File: src/rtl/cp0_int_ctrl.sv
// CP0 interrupt controller: Status/Cause/EPC, interrupt sampling, and the
// entry/return redirect sequencing at the MEM-stage instruction boundary.
module cp0_int_ctrl #(
    parameter logic [31:0] EXC_VECTOR = 32'h0000_0180,
    parameter int          NUM_EXT    = 5
) (
    input  logic               clk,
    input  logic               rst,
    input  logic               timer_int,
    input  logic [NUM_EXT-1:0] ext_int,
    input  logic               inst_valid,
    input  logic [31:0]        inst_pc,
    input  logic               in_delay_slot,
    input  logic               eret,
    input  logic               mtc0_we,
    input  logic [4:0]         mtc0_addr,
    input  logic [31:0]        mtc0_data,
    input  logic [4:0]         mfc0_addr,
    output logic [31:0]        mfc0_data,
    output logic               redirect,
    output logic [31:0]        redirect_pc,
    output logic               exl,
    output logic               int_pending
);
    typedef enum logic [1:0] {S_RUN, S_ENTER, S_HANDLER, S_RETURN} state_t;

    state_t             r_state;
    logic               r_ie;
    logic               r_exl;
    logic [7:0]         r_im;
    logic               r_bd;
    logic [31:0]        r_epc;
    logic [NUM_EXT-1:0] r_sync1;
    logic [NUM_EXT-1:0] r_sync2;
    logic               r_redirect;
    logic [31:0]        r_redirect_pc;

    logic [7:0]         w_ip;
    logic               w_take;
    logic               w_eret;
    logic               w_mtc0;
    logic [31:0]        w_status;
    logic [31:0]        w_cause;

    // Timer feeds IP7 unsynchronized (same clock domain); externals go through the synchronizer.
    always_comb begin
        w_ip              = '0;
        w_ip[7]           = timer_int;
        w_ip[2 +: NUM_EXT] = r_sync2;
    end

    assign int_pending = |(w_ip & r_im);
    assign w_take      = (r_state == S_RUN) & inst_valid & r_ie & ~r_exl & int_pending;
    assign w_eret      = (r_state == S_HANDLER) & inst_valid & eret;
    // MTC0 only lands when no take/eret flushes it; ENTER/RETURN cycles are being flushed.
    assign w_mtc0      = inst_valid & mtc0_we &
                         (((r_state == S_RUN) & ~w_take) | ((r_state == S_HANDLER) & ~w_eret));

    assign w_status = {16'b0, r_im, 6'b0, r_exl, r_ie};
    assign w_cause  = {r_bd, 15'b0, w_ip, 8'b0};

    always_comb begin
        mfc0_data = '0;
        case (mfc0_addr)
            5'd12:   mfc0_data = w_status;
            5'd13:   mfc0_data = w_cause;
            5'd14:   mfc0_data = r_epc;
            default: mfc0_data = '0;
        endcase
    end

    always_ff @(posedge clk or posedge rst) begin
        if (rst) begin
            r_state       <= S_RUN;
            r_ie          <= 1'b0;
            r_exl         <= 1'b0;
            r_im          <= '0;
            r_bd          <= 1'b0;
            r_epc         <= '0;
            r_sync1       <= '0;
            r_sync2       <= '0;
            r_redirect    <= 1'b0;
            r_redirect_pc <= '0;
        end else begin
            r_sync1    <= ext_int;
            r_sync2    <= r_sync1;
            r_redirect <= 1'b0;
            if (w_mtc0) begin
                if (mtc0_addr == 5'd12) begin
                    r_ie  <= mtc0_data[0];
                    r_exl <= mtc0_data[1];
                    r_im  <= mtc0_data[15:8];
                end
                if (mtc0_addr == 5'd14)
                    r_epc <= mtc0_data;
            end
            case (r_state)
                S_RUN: begin
                    if (w_take) begin
                        r_exl         <= 1'b1;
                        r_bd          <= in_delay_slot;
                        r_epc         <= in_delay_slot ? inst_pc - 32'd4 : inst_pc;
                        r_redirect    <= 1'b1;
                        r_redirect_pc <= EXC_VECTOR;
                        r_state       <= S_ENTER;
                    end
                end
                S_ENTER: r_state <= S_HANDLER;
                S_HANDLER: begin
                    if (w_eret) begin
                        r_exl         <= 1'b0;
                        r_redirect    <= 1'b1;
                        r_redirect_pc <= r_epc;
                        r_state       <= S_RETURN;
                    end else if (w_mtc0 && mtc0_addr == 5'd12 && !mtc0_data[1]) begin
                        r_state <= S_RUN;
                    end
                end
                S_RETURN: r_state <= S_RUN;
                default:  r_state <= S_RUN;
            endcase
        end
    end

    assign redirect    = r_redirect;
    assign redirect_pc = r_redirect_pc;
    assign exl         = r_exl;
endmodule

File: config.mk
export PLATFORM = sky130hd
export DESIGN_NAME = cp0_int_ctrl
export DESIGN_NICKNAME = d
export VERILOG_FILES = /design/src/rtl/cp0_int_ctrl.sv
export SDC_FILE = /design/constraint.sdc
export NUM_CORES = 1
export LEC_CHECK = 0
export ABC_AREA = 1
export BUFFER_PORTS_ARGS = -buffer_cell sky130_fd_sc_hd__buf_2
export CORE_MARGIN = 2
export CORE_UTILIZATION = 54
export CTS_CLUSTER_SIZE = 16
export DETAILED_ROUTE_END_ITERATION = 8
export PLACE_DENSITY = 0.83
export REMOVE_ABC_BUFFERS = 1
export SYNTH_ARGS = -nofsm -noshare
export SYNTH_HDL_FRONTEND = slang
export SYNTH_SLANG_ARGS = --single-unit
File: constraint.sdc
create_clock -name clk -period 3.04 [get_ports clk]
set_clock_uncertainty 0.2 [all_clocks]
set_input_delay 0.304 -clock clk [delete_from_list [all_inputs] [get_ports clk]]
set_output_delay 0.304 -clock clk [all_outputs]
set_load 0.03 [all_outputs]
==> results of run 1 <==
==> worst max-delay path: stages, from the launching register on <==
cell and delay, ns:
dfrtp_1 0.42, nor2_4 0.42, nand2_1 0.21, nand2_4 0.39, nand2_8 0.27, nor2_8 0.31
nand2_1 0.08, nand2_1 0.07, nand2_1 0.05
==> registers in the layout, indices dropped and copies added (netlist names) <==
register	flops
redirect_pc	32
r_epc	32
r_state	2
r_sync2	5
redirect	1
exl	1
r_sync1	5
r_bd	1
r_im	8
r_ie	1
==> metal layers <==
| metal | global-route usage (%) | vias to the layer above | wire length (um) |
|---|---|---|---|
| met5 | 0 | - | 0 |
| met4 | 8.65 | 0 | 221 |
| met3 | 3.99 | 19 | 951 |
| met2 | 47.2 | 200 | 7420 |
| met1 | 41.3 | 2704 | 7100 |
| li1 | - | 3045 | - |
==> cell families (layout without fill, tap and decap cells) <==
group	count (synthesis)	after routing	synth area share, %
AND/OR/NAND/NOR	539	539	40.4
adder cells (fa/ha/maj)	1	1	0.221
buffers and inverters	156	313	11.2
flip-flops	88	88	39.0
AO/OA/AOI/OAI	88	88	8.48
other	0	1	0
XOR/XNOR	5	5	0.775
==> synth_stat cells, drive strengths merged <==
| cell | n | share of area (%) |
|---|---|---|
| o211ai | 6 | 0.80 |
| xor2 | 4 | 0.62 |
| nand3b | 1 | 0.13 |
| o21ai | 66 | 5.8 |
| clkinv | 3 | 0.20 |
| nand3 | 120 | 11 |
| nor3 | 3 | 0.35 |
| a31o | 1 | 0.16 |
| a22o | 1 | 0.16 |
| o21a | 1 | 0.13 |
| or2 | 2 | 0.22 |
| nand4 | 5 | 0.66 |
| ha | 1 | 0.22 |
| inv | 115 | 7.6 |
| o21bai | 2 | 0.27 |
| a31oi | 2 | 0.22 |
| dfrtp | 88 | 39 |
| buf | 23 | 2.3 |
| a21oi | 6 | 0.53 |
| nor2 | 91 | 6.6 |
| o22ai | 1 | 0.11 |
| a21boi | 2 | 0.27 |
| nor4 | 1 | 0.11 |
| nand2 | 316 | 21 |
| clkbuf | 15 | 1.0 |
| xnor2 | 1 | 0.16 |
==> per-stage QoR <==
stage                     std cells  setup WS (ns)  hold WS (ns)
after floorplan                 839         -0.469         0.131
after global placement         1137          0.649         0.134
after detailed placement       1137          0.570         0.136
after CTS                      1170          0.531        0.0194
after global routing           1171          0.335        0.0605
final                          1171          0.496        0.0211
==> where the power goes <==
| group | internal (uW) | total, uW | switching, uW |
|---|---|---|---|
| combinational | 722 | 2350 | 1630 |
| sequential | 1610 | 1940 | 330 |
| clock | 416 | 895 | 479 |
| total | 2750 | 5190 | 2440 |
==> final timing paths <==
check,startpoint,to,slack (ns),cells after the start
setup / recovery,r_state[0]$_DFFE_PP0P_,r_state[1]$_DFFE_PP0P_,0.50,8
hold / removal,inst_pc[28],r_epc[28]$_DFF_PP0_,0.02,4
min in group asynchronous,rst,redirect$_DFF_PP0_,0.34,4
setup reg to reg,r_state[0]$_DFFE_PP0P_,r_state[1]$_DFFE_PP0P_,0.50,8
hold reg to reg,r_sync1[1]$_DFF_PP0_,r_sync2[1]$_DFF_PP0_,0.16,0
max in group asynchronous,rst,exl$_DFF_PP0_,1.89,4
==> cell type report <==
class / count / area, sq um / area share, %
multi-input cells: 633 / 2820 / 41.0
flip-flops and latches: 88 / 2200 / 32.1
repair buffers: 179 / 1020 / 14.8
inverters: 118 / 444 / 6.47
well taps: 136 / 170 / 2.48
clock buffers: 10 / 138 / 2.00
clock inverters: 6 / 72.6 / 1.06
diodes: 1 / 2.50 / 0.0364
==> repair_timing <==
| item | in CTS | in global routing |
|---|---|---|
| setup buffers | 0 | 0 |
| endpoints found under the hold margin | 104 | 0 |
| hold buffers | 17 | 0 |
| gates resized for setup | 0 | 0 |
==> impl_metrics.csv, run 1 <==
group,metric,value,unit
timing,min_period,2.54,ns
cells_and_area,fin_nets,1116,
die,dieArea,11300,sq um
synthesis,yosysUniqueCellTypes,41,
worst_setup_path,crit_type,"register to register",
worst_setup_path,critPathArrivalTime,2.61,ns
cells_and_area,drive_above_1_share,19.0,%
placed_design,gp_congestion,0.944,
synthesis,ys_seq_elements,88,
placed_design,postPlaceCellArea,6480,sq um
worst_hold_path,worstHoldPathType,"primary input to register",
clock_tree,cts.htree.levels,3,
synthesis,synth_warnings,0,
cells_and_area,fillers,945,
die,start_util,55.2,%
clock_tree,clockRootBuffer,"clkbuf_8",
cells_and_area,final_core_util,67.1,%
job,drv_cap,0,
route,wl_per_cell,13.4,um
timing,relSlewSlack,52.7,%
timing,tightest_slew,0.708,ns
global_routing,grt_max_degree,89,
route,wirelength,15700,um
placed_design,io_buffers,152,
route,first_pass_iters,4,
timing,setup_tns,0,ns
route,vias,5968,
route,drc,0,
synthesis,avgSynthCellArea,6.44,sq um
global_routing,grt_util_all_layers,29.3,%
route,viasPerCell,5.10,
synthesis,netlist_instances,877,
timing,final.period_utilization,83.7,%
cells_and_area,design_area,6870,sq um
timing,slew_violations,0,
worst_setup_path,startpoint_type,"register",
clock_tree,clk_path_buf_depth,2,
cells_and_area,final_common_cell,"nand2_1",
global_routing,grt_pass1_wl,26600,um
worst_setup_path,critPathCaptureType,"register",
timing,rsz0062_at_grt,"no",
route,ant_nets,0,
global_routing,grt_pass1_vias,5595,
power,power,5190,uW
outcome,status,"finished, final reports clean",
worst_setup_path,crit_path_max_fanout,34,
route,first_iter_violations,423,
die,rows,37,
power,power.density,756,nW/um^2
global_routing,antenna_found_initial,1,
clock_tree,cts.sinks,88,
die,io_pins,153,
power,ir_drop,430,uV
timing,finalHoldViolCount,0,
cells_and_area,final_cell_mix,"nand2_1 (312), buf_2 (152), nand3_1 (118)",
synthesis,synth_area,5650,sq um
clock_tree,path_clk_slew,0.10,ns
power,leakage,0.00402,uW
timing,fmax,393,MHz
die,die_h,106,um
die,core-area,10200,sq um
worst_setup_path,required,3.10,ns
die,die_w,106,um
cells_and_area,syn2layout_area_growth,21.6,%
clock_tree,tritoncts,"yes",
timing,setup_viol,0,
synthesis,ys_seq_area_share,39.0,%
clock_tree,worstSkewPairLatency,0.37,ns
global_routing,grt_overflow,0,
clock_tree,cts_inserted_buffers,9,
placed_design,place_hpwl,11000,um
Power figures use the tool's default switching activity.
==> inputs of run 2 (changes only) <==
Settings changed: CORE_UTILIZATION 54 to 48, PLACE_DENSITY 0.83 to 0.78.
Clock period 3.04 ns to 2.3 ns, I/O delays scaled along.
==> impl_metrics.csv, run 2 (synthesized netlist as in run 1, its figures left out) <==
group,metric,value,unit
die,rows,39,
timing,rsz0062_at_grt,"no",
worst_setup_path,critPathArrivalTime,2.11,ns
worst_setup_path,critPathCaptureType,"register",
placed_design,io_buffers,152,
timing,final.period_utilization,90.2,%
clock_tree,clockRootBuffer,"clkbuf_16",
route,first_iter_violations,519,
power,p_clk_share,21.7,%
route,first_pass_iters,5,
die,die_h,112,um
global_routing,grt_overflow,0,
die,io_pins,153,
global_routing,grt_pass1_wl,26800,um
timing,relSlewSlack,68.1,%
cells_and_area,final_common_cell,"nand2_1",
global_routing,grt_pass1_vias,5466,
placed_design,pre_cts_ws,0.203,ns
die,dieArea,12700,sq um
route,wl_per_cell,13.7,um
power,power.density,1040,nW/um^2
placed_design,dp.cells,1150,
clock_tree,clk_path_buf_depth,2,
timing,finalHoldViolCount,0,
worst_setup_path,path_cells,"nand2_1 > nand2_1 > nor2_1 > nand2_1 > nand2_2 > buf_12 > buf_4 > a21oi_1 > o21ai_0 > nand2_1",
timing,slew_violations,0,
global_routing,grt_util_all_layers,26.4,%
power,pwr-share-comb,43.5,%
worst_setup_path,cp_slowest_cell,"dfrtp_1",
route,drc,0,
cells_and_area,final_cell_mix,"nand2_1 (312), buf_2 (152), nand3_1 (118)",
clock_tree,tritoncts,"yes",
outcome,status,"finished, final reports clean",
clock_tree,cts.htree.levels,3,
cells_and_area,syn2layout_area_growth,25.7,%
power,power,7390,uW
cells_and_area,fin_cells,1187,
power,p_sw,3280,uW
timing,min_period,2.07,ns
clock_tree,path_clk_slew,0.07,ns
worst_setup_path,crit_type,"register to register",
global_routing,grt_max_degree,89,
die,start_util,49.3,%
power,netSwitchingFraction,44.3,%
power,ir_drop,823,uV
power,seqPwrFrac,34.8,%
worst_hold_path,worstHoldPathType,"primary input to register",
timing,setup_ws,0.226,ns
route,wirelength,16200,um
timing,setup_viol,0,
worst_setup_path,cp_top_family,"buffers and inverters",
clock_tree,cts_inserted_buffers,9,
clock_tree,cts_resized,0,
power,p_int,4110,uW
worst_setup_path,crit_path_max_fanout,43,
worst_setup_path,path_buf_inv,2,
route,viasPerCell,5.02,
placed_design,gp_congestion,0.923,
worst_setup_path,critPathMaxStageDelay,0.39,ns
route,ant_nets,0,
worst_setup_path,startpoint_type,"register",
global_routing,antenna_found_initial,0,
timing,tightest_slew,0.478,ns
clock_tree,cts.sinks,88,
placed_design,place_hpwl,11100,um
route,vias,5959,
die,die_w,112,um
cells_and_area,diodes,0,
power,leakage,0.00412,uW
timing,fmax,482,MHz
job,drv_cap,0,
clock_tree,worstSkewPairLatency,0.36,ns
cells_and_area,drive_above_1_share,19.3,%
worst_setup_path,required,2.34,ns
cells_and_area,fin_nets,1127,
timing,hold_slack,0.0126,ns
die,core-area,11500,sq um
worst_setup_path,cp_common_cell,"nand2_1",
-- run 2: changes by cell type in the layout (fill, tap and decap cells not counted), moves of 4 or more --
cell	previous run	this run
clkbuf_16	0	9
dlygate4sd3_1	17	22
clkbuf_8	10	0
buf_4	9	13
-- run 2: layout make-up --
cell class | count | area [sq um]
multi-input combinational | 633 | 2820
timing repair buffer | 190 | 1140
clock inverter | 6 | 93.8
fill | 1128 | 4370
tap | 143 | 179
sequential | 88 | 2200
clock buffer | 9 | 225
inverter | 118 | 444
-- run 2: metal layers --
layer / GRT usage, % / up-vias / part of all wire (%)
met2: 43.7 / 171 / 48
li1: - / 3059 / -
met3: 3.78 / 21 / 5.1
met5: 0 / - / 0
met1: 35.8 / 2708 / 46
met4: 8.70 / 0 / 1.6
-- run 2: final timing paths --
kind / from / to / slack, ns / cells after the start
max in group asynchronous: rst / redirect_pc[27]$_DFFE_PP0P_ / 1.22 / 4
setup reg to reg: r_sync2[2]$_DFF_PP0_ / r_epc[22]$_DFF_PP0_ / 0.23 / 10
setup / recovery: r_sync2[2]$_DFF_PP0_ / r_epc[22]$_DFF_PP0_ / 0.23 / 10
hold / removal: inst_pc[19] / r_epc[19]$_DFF_PP0_ / 0.01 / 4
hold reg to reg: r_sync1[2]$_DFF_PP0_ / r_sync2[2]$_DFF_PP0_ / 0.15 / 0
min in group asynchronous: rst / redirect$_DFF_PP0_ / 0.32 / 4
-- run 2: through the flow --
| stage | TNS (ns) | utilization [%] | cell area, sq um |
|---|---|---|---|
| after floorplan | -113.45 | - | 5460 |
| after global placement | 0 | 57.2 | 6560 |
| after detailed placement | 0 | 57.2 | 6560 |
| after CTS | 0 | 61.9 | 7100 |
| after global routing | 0 | 61.9 | 7100 |
| final | 0 | 61.9 | 7100 |
-- run 2: worst register-to-register path, stage by stage, from the launching register on --
cell     delay (ns)
dfrtp_1        0.39
nand2_1        0.07
nand2_1        0.05
nor2_1         0.15
nand2_1        0.12
nand2_2        0.10
buf_12         0.22
buf_4          0.37
a21oi_1        0.08
o21ai_0        0.11
nand2_1        0.08
-- run 2: timing repair --
item / 4_1_cts / 5_1_grt
hold buffers: 22 / 0
setup buffers: 0 / 0
hold endpoints to repair: 109 / 0
-- run 2: power groups by stage --
stage	Combinational (uW)	Clock, uW	Sequential [uW]
3_5_place_dp	3160	0	2590
2_1_floorplan	1680	0	3020
4_1_cts	3220	1620	2570
5_1_grt	3590	1700	2640
3_3_place_gp	3100	0	2580
6_report	3220	1610	2570
==> inputs of run 3 (changes only) <==
Settings changed: BUFFER_PORTS_ARGS -buffer_cell sky130_fd_sc_hd__buf_2 to -buffer_cell sky130_fd_sc_hd__buf_4.
==> impl_metrics.csv, run 3 (synthesized netlist as in run 1, its figures left out) <==
group,metric,value,unit
route,first_iter_violations,533,
clock_tree,cts.htree.levels,3,
cells_and_area,syn2layout_area_growth,33.3,%
placed_design,gp_congestion,0.953,
worst_setup_path,crit_path_max_fanout,33,
cells_and_area,diodes,0,
worst_setup_path,cp_slowest_cell,"dfrtp_1",
die,io_pins,153,
global_routing,grt_max_degree,65,
clock_tree,clk_path_buf_depth,2,
placed_design,place_hpwl,11400,um
clock_tree,post-cts-setup-buffers,0,
cells_and_area,fin_nets,1131,
route,vias,6061,
global_routing,grt_pass1_vias,5779,
route,drc,0,
clock_tree,cts.sinks,88,
clock_tree,cts_resized,0,
global_routing,antenna_found_initial,0,
die,die_w,112,um
cells_and_area,fin_cells,1192,
power,leakage,0.00423,uW
worst_setup_path,required,2.39,ns
timing,final.period_utilization,90.1,%
cells_and_area,fillers,1066,
die,start_util,49.3,%
global_routing,grt_util_all_layers,26.8,%
die,rows,39,
die,dieArea,12700,sq um
clock_tree,path_clk_slew,0.07,ns
placed_design,io_buffers,152,
cells_and_area,final_common_cell,"nand2_1",
worst_setup_path,path_buf_inv,2,
timing,min_period,2.07,ns
worst_hold_path,worstHoldPathType,"primary input to register",
global_routing,grt_overflow,0,
timing,hold_slack,0.0113,ns
clock_tree,cts_inserted_buffers,9,
cells_and_area,final_cell_mix,"nand2_1 (312), buf_4 (166), nand3_1 (118)",
timing,finalHoldViolCount,0,
worst_setup_path,startpoint_type,"register",
power,power,7670,uW
placed_design,dp.cells,1151,
clock_tree,clockRootBuffer,"clkbuf_16",
route,wl_per_cell,14.1,um
timing,setup_viol,0,
job,drv_cap,0,
power,ir_drop,642,uV
die,core-area,11500,sq um
route,wirelength,16800,um
outcome,status,"finished, final reports clean",
clock_tree,worstSkewPairLatency,0.35,ns
timing,relSlewSlack,70.0,%
clock_tree,tritoncts,"yes",
worst_setup_path,critPathCaptureType,"register",
power,power.density,1020,nW/um^2
die,die_h,112,um
clock_tree,cts_hold_buf,25,
worst_setup_path,path_cells,"or2_1 > nor2_1 > nand2_2 > nand2_1 > nand2_4 > nand2_8 > buf_4 > nand2_1 > nand3_1 > nand2_1 > inv_1",
worst_setup_path,critPathArrivalTime,2.16,ns
timing,rsz0062_at_grt,"no",
cells_and_area,drive_above_1_share,19.4,%
global_routing,grt_pass1_wl,27700,um
timing,tightest_slew,0.450,ns
cells_and_area,design_area,7530,sq um
route,first_pass_iters,5,
timing,fmax,483,MHz
placed_design,postPlaceCellArea,6950,sq um
route,ant_nets,0,
timing,slew_violations,0,
route,viasPerCell,5.08,
worst_setup_path,cp_top_family,"simple AND/OR/NAND/NOR gates",
worst_setup_path,crit_type,"register to register",
worst_setup_path,cp_common_cell,"nand2_1",
worst_setup_path,critPathMaxStageDelay,0.40,ns
==> run 3: area by class of cell <==
type | instances | area [sq um] | share of cell area (%)
clock buffers | 9 | 225 | 2.99
well taps | 143 | 179 | 2.38
repair buffers | 194 | 1560 | 20.7
clock inverters | 7 | 103 | 1.36
multi-input cells | 633 | 2820 | 37.4
flip-flops and latches | 88 | 2200 | 29.3
inverters | 118 | 444 | 5.90
==> run 3: worst paths after layout <==
kind,slack [ns],from,cells past startpoint,endpoint
setup / recovery,0.23,r_state[1]$_DFFE_PP0P_,11,exl$_DFF_PP0_
hold / removal,0.01,inst_pc[3],5,r_epc[3]$_DFF_PP0_
setup reg to reg,0.23,r_state[1]$_DFFE_PP0P_,11,exl$_DFF_PP0_
hold reg to reg,0.15,r_sync1[2]$_DFF_PP0_,0,r_sync2[2]$_DFF_PP0_
max in group asynchronous,1.12,rst,4,redirect_pc[12]$_DFFE_PP0P_
min in group asynchronous,0.16,rst,3,r_epc[29]$_DFF_PP0_
==> run 3: power breakdown <==
part,internal [uW],total [uW],switching [uW]
combinational,1220,3430,2210
clock,966,1640,674
sequential,2140,2600,460
total,4320,7670,3340
==> run 3: layer usage <==
layer,track usage [%],vias up,share of wire [%]
li1,-,3069,-
met1,35.9,2769,44
met2,45.9,200,49
met3,3.56,23,5.7
met4,7.15,0,1.7
met5,0,-,0
==> run 3: stage by stage <==
step | TNS [ns] | setup WS (ns) | util, %
6_report | 0 | 0.228 | 65.6
5_1_grt | 0 | 0.0908 | 65.6
2_1_floorplan | -113.45 | -1.21 | -
4_1_cts | 0 | 0.228 | 65.6
3_3_place_gp | 0 | 0.289 | 60.6
3_5_place_dp | 0 | 0.231 | 60.6
==> run 3: worst register-to-register path, stage by stage, from the launching register on <==
cell and delay, ns:
dfrtp_1 0.40, or2_1 0.25, nor2_1 0.13, nand2_2 0.10, nand2_1 0.11, nand2_4 0.08, nand2_8 0.08, buf_4 0.35
nand2_1 0.10, nand3_1 0.08, nand2_1 0.05, inv_1 0.07
